$ cat src/rtl/instr_encode_loader.sv
// Packs decoded instruction fields into RV32I words, buffers them in a small FIFO
// and streams them into instruction memory at sequential word addresses.
module instr_encode_loader #(
    parameter int unsigned DEPTH      = 4,
    parameter logic [31:0] BASE_ADDR  = 32'h0000_0000,
    parameter int unsigned IMEM_WORDS = 256
) (
    input  logic                       clk,
    input  logic                       reset,
    input  logic                       clear,
    input  logic                       in_valid,
    output logic                       in_ready,
    input  logic [2:0]                 in_class,
    input  logic [2:0]                 funct3,
    input  logic                       alt,
    input  logic [4:0]                 rd,
    input  logic [4:0]                 rs1,
    input  logic [4:0]                 rs2,
    input  logic [31:0]                imm,
    input  logic                       imem_stall,
    output logic                       imem_we,
    output logic [31:0]                imem_addr,
    output logic [31:0]                imem_wdata,
    output logic                       err_class,
    output logic                       overflow,
    output logic [$clog2(DEPTH):0]     count
);
    localparam int unsigned PW = $clog2(DEPTH);
    localparam int unsigned CW = PW + 1;
    localparam int unsigned IW = $clog2(IMEM_WORDS);

    typedef enum logic [2:0] {
        CLS_R   = 3'd0,
        CLS_I   = 3'd1,
        CLS_LD  = 3'd2,
        CLS_ST  = 3'd3,
        CLS_BR  = 3'd4,
        CLS_JAL = 3'd5,
        CLS_LUI = 3'd6,
        CLS_ILL = 3'd7
    } cls_e;

    logic [31:0]   mem [DEPTH];
    logic [PW-1:0] wr_ptr;
    logic [PW-1:0] rd_ptr;
    logic [IW-1:0] idx;
    logic [31:0]   enc_word;
    logic [6:0]    i_hi;
    logic          full;
    logic          empty;
    logic          hs;
    logic          push;
    logic          pop;

    // Field packing per instruction format
    always_comb begin
        enc_word = '0;
        i_hi     = imm[11:5];
        if (funct3 == 3'b001 || funct3 == 3'b101) begin
            i_hi = {1'b0, alt, 5'b0};
        end
        case (cls_e'(in_class))
            CLS_R:   enc_word = {1'b0, alt, 5'b0, rs2, rs1, funct3, rd, 7'b0110011};
            CLS_I:   enc_word = {i_hi, imm[4:0], rs1, funct3, rd, 7'b0010011};
            CLS_LD:  enc_word = {imm[11:0], rs1, funct3, rd, 7'b0000011};
            CLS_ST:  enc_word = {imm[11:5], rs2, rs1, funct3, imm[4:0], 7'b0100011};
            CLS_BR:  enc_word = {imm[12], imm[10:5], rs2, rs1, funct3, imm[4:1], imm[11], 7'b1100011};
            CLS_JAL: enc_word = {imm[20], imm[10:1], imm[11], imm[19:12], rd, 7'b1101111};
            CLS_LUI: enc_word = {imm[31:12], rd, 7'b0110111};
            default: enc_word = '0;
        endcase
    end

    assign full       = (count == CW'(DEPTH));
    assign empty      = (count == '0);
    assign in_ready   = !full;
    assign hs         = in_valid && in_ready;
    assign push       = hs && (cls_e'(in_class) != CLS_ILL);
    assign pop        = imem_we;
    assign imem_we    = !empty && !imem_stall;
    assign imem_addr  = BASE_ADDR + (32'(idx) << 2);
    assign imem_wdata = empty ? 32'h0 : mem[rd_ptr];

    // Word storage carries no reset; reads are masked while empty
    always_ff @(posedge clk) begin
        if (push && !clear) begin
            mem[wr_ptr] <= enc_word;
        end
    end

    always_ff @(posedge clk or posedge reset) begin
        if (reset) begin
            wr_ptr    <= '0;
            rd_ptr    <= '0;
            count     <= '0;
            idx       <= '0;
            overflow  <= 1'b0;
            err_class <= 1'b0;
        end else begin
            err_class <= hs && (cls_e'(in_class) == CLS_ILL);
            if (clear) begin
                wr_ptr   <= '0;
                rd_ptr   <= '0;
                count    <= '0;
                idx      <= '0;
                overflow <= 1'b0;
            end else begin
                if (push) begin
                    wr_ptr <= wr_ptr + PW'(1);
                end
                if (pop) begin
                    rd_ptr <= rd_ptr + PW'(1);
                    idx    <= idx + IW'(1);
                    if (idx == IW'(IMEM_WORDS - 1)) begin
                        overflow <= 1'b1;
                    end
                end
                case ({push, pop})
                    2'b10:   count <= count + CW'(1);
                    2'b01:   count <= count - CW'(1);
                    default: count <= count;
                endcase
            end
        end
    end
endmodule

$ cat config.mk
export PLATFORM = sky130hd
export DESIGN_NAME = instr_encode_loader
export DESIGN_NICKNAME = d
export VERILOG_FILES = /design/src/rtl/instr_encode_loader.sv
export SDC_FILE = /design/constraint.sdc
export NUM_CORES = 1
export LEC_CHECK = 0
export ABC_AREA = 1
export BUFFER_PORTS_ARGS = -buffer_cell sky130_fd_sc_hd__buf_2
export CORE_AREA = 2 2 117 119
export DETAILED_ROUTE_END_ITERATION = 6
export DIE_AREA = 0 0 119 121
export PLACE_DENSITY_LB_ADDON = 0.05
export SLEW_MARGIN = 5
export SYNTH_ARGS = -nofsm -noshare
export SYNTH_HDL_FRONTEND = slang
export SYNTH_SLANG_ARGS = --single-unit
$ cat constraint.sdc
create_clock -name clk -period 7.9 [get_ports clk]
set_clock_uncertainty 0.15 [all_clocks]
set_input_delay 1.58 -clock clk [delete_from_list [all_inputs] [get_ports clk]]
set_output_delay 1.58 -clock clk [all_outputs]
set_load 0.01 [all_outputs]
After elaboration in Yosys (flattened, before gate mapping)
Memories as Yosys holds them, arrays and structs flattened.
Index checks and enable logic that the tools add are counted.
W data, S select, Z words.

storage, ports and cells
  memories kept = 1
  bits in writable memories = 128
  output and inout bits = 71
  register bits after elaboration = 17
  input bits = 59
  word-level logic and storage cells = 59

memories
  name  depth  bits a word  read ports  clocked after Yosys merged registers in  write ports  RTL line  RTL
  mem   4      32           1           0                                        1            43        logic [31:0] mem [DEPTH];

operators by class
  reductions and logical operators = 17
  multiplexer cells = 16
  add/subtract/negate cells = 5
  equal/unequal tests = 14

operator list
  operator               count
  $pmux W32 S7           1
  $mux W32               1
  $eq A3 B3 Y1 const B   6
  $mux W8                2
  $add A8 B1 Y8 const B  1
  $eq A8 B8 Y1 const B   1
  $mux W2                4
  $mux W7                1
  $eq A3 B1 Y1 const B   2
  $eq A3 B2 Y1 const B   2
  $logic_not A3 Y1       2
  $pmux W3 S2            1
  $reduce_bool A2 Y1     3
  $logic_and A1 B1 Y1    5
  $mux W1                5
  $add A2 B1 Y2 const B  2
  $logic_not A1 Y1       4
  $add A3 B1 Y3 const B  1
  $mux W3                1
  $ne A3 B3 Y1 const B   1
  $reduce_bool A3 Y1     1
  $sub A3 B1 Y3 const B  1
  $eq A2 B1 Y1 const B   1
  $eq A2 B2 Y1 const B   1
  other kinds (2)        2

Logic depth before layout (Yosys ltp)
Gate-level depths: netlist (run 1).

  word-level depth = 7
  depth in mapped cells = 12
  mapped depth without buffers = 12

Worst setup path after synthesis (run 1)
Ideal clock, no wire load.

  path kind = input -> register
  from = in in_class[1]
  to = mem mem[0][10] (enable)
  cell stages on the path = 6
  path slack = 3.807 ns
  data required time = 7.331 ns
  buffers on the path = 1
  library setup time = 0.419 ns
  data arrival time = 3.524 ns
  path through = buf_2 nand3_2 nand3_2 inv_2 nand2_1 nor2_1

on the way
  longest elaborated chain between the ends = 5

RTL lines
  item                           RTL line  RTL
  start, declared                13        input logic [2:0] in_class,
  $ne A3 B3 Y1                   78        assign push = hs && (cls_e'(in_class) != CLS_ILL);
  $logic_and A1 B1 Y1            78
  $logic_and A1 B1 Y1            86        if (push && !clear) begin
  $mux W1                        86
  $mux W1 (not written as such)  87        mem[wr_ptr] <= enc_word;
  end, declared                  43

Every way passes these cells.

Final worst setup path (run 1)
  from = reg count[0]
  to = out imem_wdata[30]

on the way
  longest elaborated chain between the ends = 2

RTL lines
  item                    RTL line  RTL
  start, declared         26        output logic [$clog2(DEPTH):0] count
  start signal, assigned  119       2'b10: count <= count + CW'(1);
  start signal, assigned  120       2'b01: count <= count - CW'(1);
  start signal, assigned  121       default: count <= count;
  $logic_not A3 Y1        75        assign empty = (count == '0);
  $mux W32                82        assign imem_wdata = empty ? 32'h0 : mem[rd_ptr];
  end, declared           23        output logic [31:0] imem_wdata,

Every way passes these cells.

==> impl_results.md, run 1 <==
* Cts bufs inserted at 17
* Sequential area share after synthesis at 0.639
* Core area at between 10000 and 15000 um2
* Gr usage total at 0.218
* Min Tclk post-route at just over 4 ns
* Crit path max-delay family: buffers and inverters
* Synth Warn # at 0
* Fill count at 1122
* Status: finished clean
* Share of cells above drive strength 1 at 0.213
* HPWL Detailed at around 10000 um
* Routability cong. at 0.827
* Setup Fix Bufs, Post-CTS at 0
* Hold path startpoint: overflow
* DRC viols at 0
* H-tree Lvls at 4
* Post-synth top flop: edfxtp_1
* Critical path's slowest cell: inv_1
* Worst-Margin Slew at between 1 and 1.5 ns
* Fin nets at around 800
* P per Cell Area at slightly above 300 nW/um2
* Effective utilization at floorplan at 0.496
* Synth area leaders: edfxtp_1, nor2_1, o21ai_0
* Die Ht at ~120 um
* Endpoints failing setup at 0
* Synth Instances at 638
* Largest stage delay on the critical path at 0.56 ns
* TritonCTS clock tree: built
* Final Instance Area at slightly below 8000 um2
* Mapped cell area at about 6500 um2
* HP Class: reg -> reg
* Via-to-Cell Ratio at around 5.1
* Drt total wl at 15100 um
* Tcrit/Tclk final at 0.525
* Cell taking the most area after synthesis: edfxtp_1
* Util after Layout at 0.591
* Resized Gates After CTS at 0
* Initial antenna violation count at 1
* Site row count at between 40 and 50
* Chip Width at 119 um
* Crit path from: count[0]
* Count leader, synth: nor2_1
* Crit path buf inv count at 3
* CP Max Fanout at 17
* WHS at roughly 0.35 ns
* Initial DRC count at roughly 340
* CTS Root Cell: clkbuf_16
* Synth unique cells at 29
* Nature of the critical path endpoint: output port
* Reg2Reg Launch Point: count[0]
* # IOs at between 100 and 150
* Top cells by count, synth: nor2_1, edfxtp_1, o21ai_0, nand2_1, inv_1
* DP Area at 7080 um2
* Register bit total from synthesis at 141
* Asr flop ratio synth at 0.121
* DRT Pass-1 Iters at 4
* Max-slew violations at 0
* Area used by multi-input combinational logic at roughly 2000 um2
* Startpoint Class: register
* Leakage power at roughly 3.2 nW
* Grt ovf at 0
* Fin. Hold Viols at 0
* WL/cell at 16.3 um
* CTS Sinks at ~140
* Number of global-route vias before repair at 4535
* Clock Pin Slew Worst Setup and Hold Paths at 0.06 ns
* Maximum number of pins on one net before global-route repair at 64
* Clock buffer depth at 2
* Slew HR at 0.267
* Avg Synthesized Cell Area at just over 10 um2
* Port Buffers at about 110
* Area Growth Syn to Fin at 19.2%
* F_max at between 0.2 and 0.25 GHz
* Detail Route Antenna Nets at 0
* Global-route wire length before repair at 23600 um
* Yosys top cell area share at 0.573
* Die area at approximately 14000 um2
* Sequential cell area at 4150 um2
* Setup TNS after final layout at 0 ns
* Maximum vdd drop at about 0.15 mV
* Number of synthesized flops with an enable pin at about 120
* Routed vias at between 4000 and 5000
* Worst-skew pair later-pin latency at 0.42 ns
* Worst Path Required at slightly above 6 ns
* CTS Hold Bufs at 0
* Max Cap Viol at 0
* Crit path kind: reg -> out
* CP arrival at approximately 2.4 ns
* Worst-path cell chain: nor2_1, nand2_1, inv_1, buf_4, a21oi_1, buf_2
* RSZ-0062 raised after global routing: false
==> cell families (layout without fill, tap and decap cells) <==
group	count (synthesis)	after routing	share of synthesized area
AND/OR/NAND/NOR	259	259	0.167
flip-flops	141	141	0.639
buffers and inverters	96	185	0.0726
adder cells (fa/ha/maj)	6	6	0.0127
other	1	26	0.000577
AO/OA/AOI/OAI	134	134	0.107
XOR/XNOR	1	1	0.00135
==> worst register-to-register path, cell delays in order (launching register included) <==
cell and delay (ns):
dfrtp_1 0.43, nor2_1 0.12, nand2_1 0.13, nand3_2 0.14
inv_2 0.13, nand2_1 0.23, nor2_4 0.92
==> metal layers <==
layer	global-route usage	vias to the layer above	routed length [um]
met5	0	-	0
met4	0.0997	0	319
met2	0.356	132	7440
met1	0.286	2253	6690
li1	-	2326	-
met3	0.0381	21	684
==> sequential cells by signal (all words and copies together), names as in the netlist <==
signal     count
overflow       1
idx            8
wr_ptr         2
count          3
mem          124
err_class      1
rd_ptr         2
==> through the flow <==
stage | setup WS [ns] | cells | power [mW]
after floorplan | 3.81 | 661 | 1.33
after global placement | 3.90 | 894 | 1.55
after detailed placement | 3.84 | 894 | 1.57
after CTS | 3.71 | 926 | 2.44
after global routing | 3.54 | 927 | 2.54
final | 3.75 | 928 | 2.41
==> layout make-up <==
cell class	instances	share of cell area
clock buffer	18	0.0555
sequential	141	0.536
antenna	2	0.000647
clock inverter	14	0.0288
tap	176	0.0285
inverter	44	0.0213
multi-input combinational	424	0.257
timing repair buffer	109	0.0718
==> path summary, 6_finish.rpt <==
check                      slack [ns]              to  cells past startpoint
min in group asynchronous        1.09        count[1]                      2
min reg2reg                      0.35        overflow                      2
max in group asynchronous        6.06       rd_ptr[0]                      2
max reg2reg                      5.24      mem[3][17]                      6
max                              3.75  imem_wdata[30]                      6
min                              0.35        overflow                      2
==> cell usage in the layout, fill, tap and decap left out <==
cell type / count
nand4_2: 1
clkinv_2: 4
bufinv_16: 6
clkbuf_1: 1
nand3_2: 2
clkinv_1: 2
edfxtp_1: 124
nand4_1: 9
nor2_1: 136
conb_1: 24
o21ai_0: 89
nor3_1: 2
inv_2: 6
nand2_2: 1
nand2_1: 79
nand2_4: 4
a32oi_1: 1
o211ai_1: 4
o21ai_1: 2
buf_2: 105
diode_2: 2
nor2_4: 4
dfrtp_1: 16
dfrtp_2: 1
xor2_1: 1
inv_1: 38
nand3b_1: 1
buf_4: 4
fa_1: 1
nor2_2: 2
ha_1: 5
clkinvlp_4: 2
a21oi_1: 37
nand3_1: 18
clkbuf_16: 17
a21oi_4: 1
==> report_power, final <==
group	leakage [nW]	switching [mW]	internal [mW]
clock	0.315	0.284	0.586
sequential	1.36	0.0213	0.868
combinational	1.51	0.447	0.204
(Power assumes the default switching activity.)
==> inputs of run 2 (changes only) <==
==> constraint.sdc (replaced) <==
create_clock -name clk -period 3.9 [get_ports clk]
set_clock_uncertainty 0.15 [all_clocks]
set_input_delay 0.78 -clock clk [delete_from_list [all_inputs] [get_ports clk]]
set_output_delay 0.78 -clock clk [all_outputs]
set_load 0.01 [all_outputs]
==> run 2 against run 1 <==
Compared with the run above: routed wire length grew 1.3%; clock power grew 69%; combinational power grew 110%; cell count grew 0.32%; via count grew 1.2%; clock-buffer cell count grew 5; first-iteration DRC count shrank 1.2%; worst setup slack lost 3.2 ns; non-clock buffer count grew 5; highest routed layer unchanged; sequential share of layout area grew 0.46 points.
==> impl_results.md, run 2 (synthesis gave the netlist of run 1 again) <==
* Status: finished clean
* Setup Fix Bufs, Post-CTS at 0
* GRT busiest layer: met2
* Post-route worst setup slack at ~0.60 ns
* Port Buffers at 105
* Clock Pin Slew Worst Setup and Hold Paths at ~0.06 ns
* P per Cell Area at approximately 600 nW/um2
* # IOs at between 100 and 150
* WHS at 0.316 ns
* CTS Sinks at roughly 140
* Maximum vdd drop at ~0.38 mV
* Number of global-route vias before repair at about 4600
* H-tree Lvls at 4
* Largest registers: mem: 124 flops, idx: 8 flops, count: 3 flops
* Cts bufs inserted at 17
* DRT Pass-1 Iters at 5
* Resized Gates After CTS at 0
* Grt ovf at 0
* Detail Route Antenna Nets at 0
* Critical path's slowest cell: buf_4
* Crit path max-delay family: buffers and inverters
* F_max at ~0.3 GHz
* Worst-path cell chain: buf_4, inv_1, buf_4, nor2_1, o21ai_0, a21oi_1, buf_2
* Crit path kind: reg -> out
* Maximum number of pins on one net before global-route repair at 64
* WL/cell at around 16 um
* Routed vias at about 4800
* Max-slew violations at 0
* GR Layer Usage met2 at 0.355
* CTS Hold Bufs at 0
* Area Growth Syn to Fin at 18.1%
* Die Ht at between 100 and 150 um
* CTS Root Cell: clkbuf_16
* Initial antenna violation count at 0
* Site row count at between 40 and 50
* HP Class: in -> async
* Initial DRC count at between 300 and 400
* Nature of the critical path endpoint: output port
* Routability cong. at between 0.8 and 0.9
* Fin nets at ~810
* Max Cap Viol at 0
* Endpoints failing setup at 0
* Most common cell after layout, fill and taps aside: nor2_1
* Gr usage total at 0.220
* Share of cells above drive strength 1 at 0.217
* Largest stage delay on the critical path at between 0.3 and 0.4 ns
* Die area at ~14000 um2
* Leakage power at around 3.2 nW
* Global-route wire length before repair at around 24000 um
* Chip Width at around 120 um
* Most used cell, CP: buf_4
* Tcrit/Tclk final at 0.847
* Fill count at roughly 1200
* CP Max Fanout at 32
* TritonCTS clock tree: built
* Fin. Hold Viols at 0
* Min Tclk post-route at 3.30 ns
* Worst-Margin Slew at a little under 1 ns
* Clock buffer depth at 2
* DRC viols at 0
* Drt total wl at 15300 um
* Slew HR at 0.348
* Startpoint Class: register
* Crit path buf inv count at 4
* Via-to-Cell Ratio at 5.15
* HPWL Detailed at just under 10000 um
* Effective utilization at floorplan at 0.496
* Grt met1 use at 0.291
* RSZ-0062 raised after global routing: false
* CP arrival at 2.37 ns
* Setup WS pre-CTS at around 1 ns
* Max reg flops at about 120
* Setup TNS after final layout at 0 ns
* Most frequent cells in the layout: nor2_1, edfxtp_1, buf_2
* Diode count at 0
* Worst-skew pair later-pin latency at 0.41 ns
* Biggest register: mem
* Met3 global-route usage at 0.0475
* Worst Path Required at around 3.0 ns
* Core area at around 13000 um2
==> run 2: cell types whose count changed in the layout (fill, tap and decap cells not counted) <==
cell	before	now
clkbuf_1	1	4
clkinvlp_4	2	1
buf_12	0	1
diode_2	2	0
buf_4	4	8
clkinv_1	2	0
clkbuf_8	0	2
clkinv_2	4	7
bufinv_16	6	1
==> run 2: per-stage QoR <==
step                      instance area (um2)  total power [mW]  instances   util
after floorplan                          6580              2.70        661      -
after global placement                   7130              3.18        899  0.545
after detailed placement                 7130              3.20        899  0.545
after CTS                                7670              4.67        931  0.586
after global routing                     7670              4.88        931  0.586
final                                    7670              4.63        931  0.586
==> run 2: final timing paths <==
| check | startpoint | end | slack, ns | cells past startpoint |
|---|---|---|---|---|
| hold / removal | reset | count[1] | 0.32 | 2 |
| max in group asynchronous | reset | rd_ptr[0] | 2.80 | 2 |
| min in group clk | overflow | overflow | 0.35 | 2 |
| setup reg to reg | count[0] | mem[1][17] | 1.60 | 7 |
| setup / recovery | rd_ptr[1] | imem_wdata[31] | 0.60 | 7 |
| hold reg to reg | overflow | overflow | 0.35 | 2 |
==> run 2: routing by layer <==
metal	part of all wire	wire (um)	vias up
met4	0.018	283	0
met1	0.43	6610	2271
li1	-	-	2342
met5	0	0	-
met3	0.054	827	19
met2	0.50	7620	158
==> run 2: worst register-to-register path, delay by kind of cell, from the launching register on <==
family / cells / cell delay (ns)
and+or+nand+nor: 5 / 0.77
buffers and inverters: 2 / 0.57
DFF: 1 / 0.42
==> run 2: final cells by class <==
class                   instances  area [um2]  area share
flip-flops and latches        141        4150       0.541
multi-input cells             424        1990       0.259
clock buffers                  23         468      0.0610
well taps                     176         220      0.0287
inverters                      44         165      0.0215
repair buffers                114         606      0.0789
clock inverters                 9        72.6     0.00946
==> run 2: power by group <==
| group | switching [mW] | internal (mW) |
|---|---|---|
| logic | 0.915 | 0.440 |
| registers | 0.0414 | 1.76 |
| clock network | 0.573 | 0.901 |
| total | 1.53 | 3.10 |
==> inputs of run 3 (changes only) <==
==> constraint.sdc (replaced) <==
create_clock -name clk -period 2.7 [get_ports clk]
set_clock_uncertainty 0.15 [all_clocks]
set_input_delay 0.54 -clock clk [delete_from_list [all_inputs] [get_ports clk]]
set_output_delay 0.54 -clock clk [all_outputs]
set_load 0.01 [all_outputs]
==> run 3 against run 2 <==
Compared with the run above: critical path depth decreased by 2; utilization increased by 1.2 points; non-clock buffer count increased by 11; sequential power increased by 45%; critical path type unchanged; die area unchanged; sequential share of layout area decreased by 1.0 points; cell count increased by 1.2%; power increased by 45%; register-to-register slack got worse by 1.1 ns; first-iteration DRC count increased by 6.2%; clock power increased by 38%.
==> impl_results.md, run 3 (synthesis gave the netlist of run 1 again) <==
* Clock buffer depth at 2
* Largest stage delay on the critical path at approximately 0.52 ns
* Biggest register: mem
* Routed vias at roughly 4800
* Worst flop-to-flop path endpoint: count[2]
* Maximum vdd drop at between 0.4 and 0.5 mV
* Most common cell after layout, fill and taps aside: nor2_1
* Maximum number of pins on one net before global-route repair at 45
* Share of cells above drive strength 1 at 0.224
* CTS Sinks at 141
* Drt total wl at between 15000 and 20000 um
* Crit path max-delay family: flip-flops
* Crit path kind: reg -> out
* Critical path's slowest cell: dfrtp_4
* Largest registers: mem: 124 flops, idx: 8 flops, count: 3 flops
* Initial antenna violation count at 1
* WHS at around 0.076 ns
* Reg2Reg Launch Point: count[0]
* Area Growth Syn to Fin at 20.5%
* Most frequent cells in the layout: nor2_1, edfxtp_1, buf_2
* Detail Route Antenna Nets at 0
* Min Tclk post-route at 2.56 ns
* Max Cap Viol at 0
* Cells after DPL at around 900
* Util after Layout at 0.598
* R2r setup slk at between 0.5 and 0.6 ns
* Max reg flops at 124
* H-tree Lvls at 4
* Port Buffers at between 100 and 150
* DRC viols at 0
* Startpoint Class: register
* CP Capture Point: imem_wdata[28]
* HP Class: in -> async
* Gr usage total at 0.224
* TritonCTS clock tree: built
* Overall Power at approximately 6.7 mW
* Global-route wire length before repair at 24000 um
* CTS Hold Bufs at 0
* Initial DRC count at around 360
* Worst-Margin Slew at slightly below 0.7 ns
* Levels on crit path at 5
* Die area at approximately 14000 um2
* CP arrival at approximately 1.9 ns
* Tcrit/Tclk final at 0.949
* WL/cell at approximately 16 um
* Crit path buf inv count at 3
* CP Max Fanout at 44
* Cts bufs inserted at 17
* CTS Root Cell: clkbuf_16
* Die Ht at ~120 um
* Grt ovf at 0
* Crit path from: rd_ptr[0]
* Worst-skew pair later-pin latency at 0.41 ns
* HPWL Detailed at between 10000 and 15000 um
* Non-filler instance count after layout at 942
* F_max at 0.390 GHz
* Leakage power at between 3 and 4 nW
* Worst-path cell chain: inv_2, buf_6, o21ai_0, a21oi_1, buf_2
* Max-slew violations at 0
* # IOs at 130
* Chip Width at 119 um
* Slew HR at 0.536
* Effective utilization at floorplan at 0.496
* FF-to-FF path depth at 11
* Post-route worst setup slack at 0.138 ns
* Clock Pin Slew Worst Setup and Hold Paths at ~0.050 ns
* Via-to-Cell Ratio at 5.12
* Fin nets at roughly 820
* Nature of the critical path endpoint: output port
* RSZ-0062 raised after global routing: false
* Routability cong. at about 0.81
* Site row count at 42
* Setup WS pre-CTS at 0.338 ns
* Fin. Hold Viols at 0
* P per Cell Area at 860 nW/um2
* Fill count at roughly 1100
* DRT Pass-1 Iters at 4
* Status: finished clean
* Endpoints failing setup at 0
* Core area at about 13000 um2
* Number of global-route vias before repair at about 4600
* Worst Path Required at 2.01 ns
## run 3: per-layer routing
layer,vias up,part of all wire,global-route usage
met1,2281,0.43,0.291
met3,23,0.053,0.0508
met5,-,0,0
li1,2368,-,-
met2,153,0.50,0.367
met4,0,0.017,0.0871
## run 3: what timing repair did
| action | CTS | global route |
|---|---|---|
| resized for setup | 1 | 2 |
| pin swaps | 0 | 0 |
| buffers inserted | 0 | 3 |
| setup endpoints to repair | 5 | 20 |
## run 3: worst min-delay path by stage
stage                   from         to  slack, ns  cells past startpoint
floorplan              reset   count[0]       0.32                      1
global placement    overflow   overflow       0.32                      2
detailed placement  overflow   overflow       0.33                      2
CTS                    reset  err_class       0.09                      2
global route           reset   count[0]       0.12                      2
finish                 reset  err_class       0.08                      2
## run 3: per-stage QoR
step / TNS (ns) / instance area (um2)
after floorplan: -43.77 / 6580
after global placement: 0 / 7250
after detailed placement: 0 / 7250
after CTS: 0 / 7770
after global routing: 0 / 7830
final: 0 / 7830
## run 3: layout make-up
cell class	instances	area [um2]	share of cell area
Antenna cell	1	2.50	0.000320
Clock buffer	19	433	0.0553
Clock inverter	12	80.1	0.0102
Inverter	44	165	0.0211
Multi-Input combinational cell	424	1990	0.255
Sequential cell	141	4150	0.531
Tap cell	176	220	0.0281
Timing Repair Buffer	125	779	0.0996
## run 3: power by group
group	leakage, nW	internal, mW	switching, mW
combinational	1.62	0.732	1.35
clock	0.251	1.23	0.803
sequential	1.36	2.54	0.0746
total	3.24	4.50	2.23
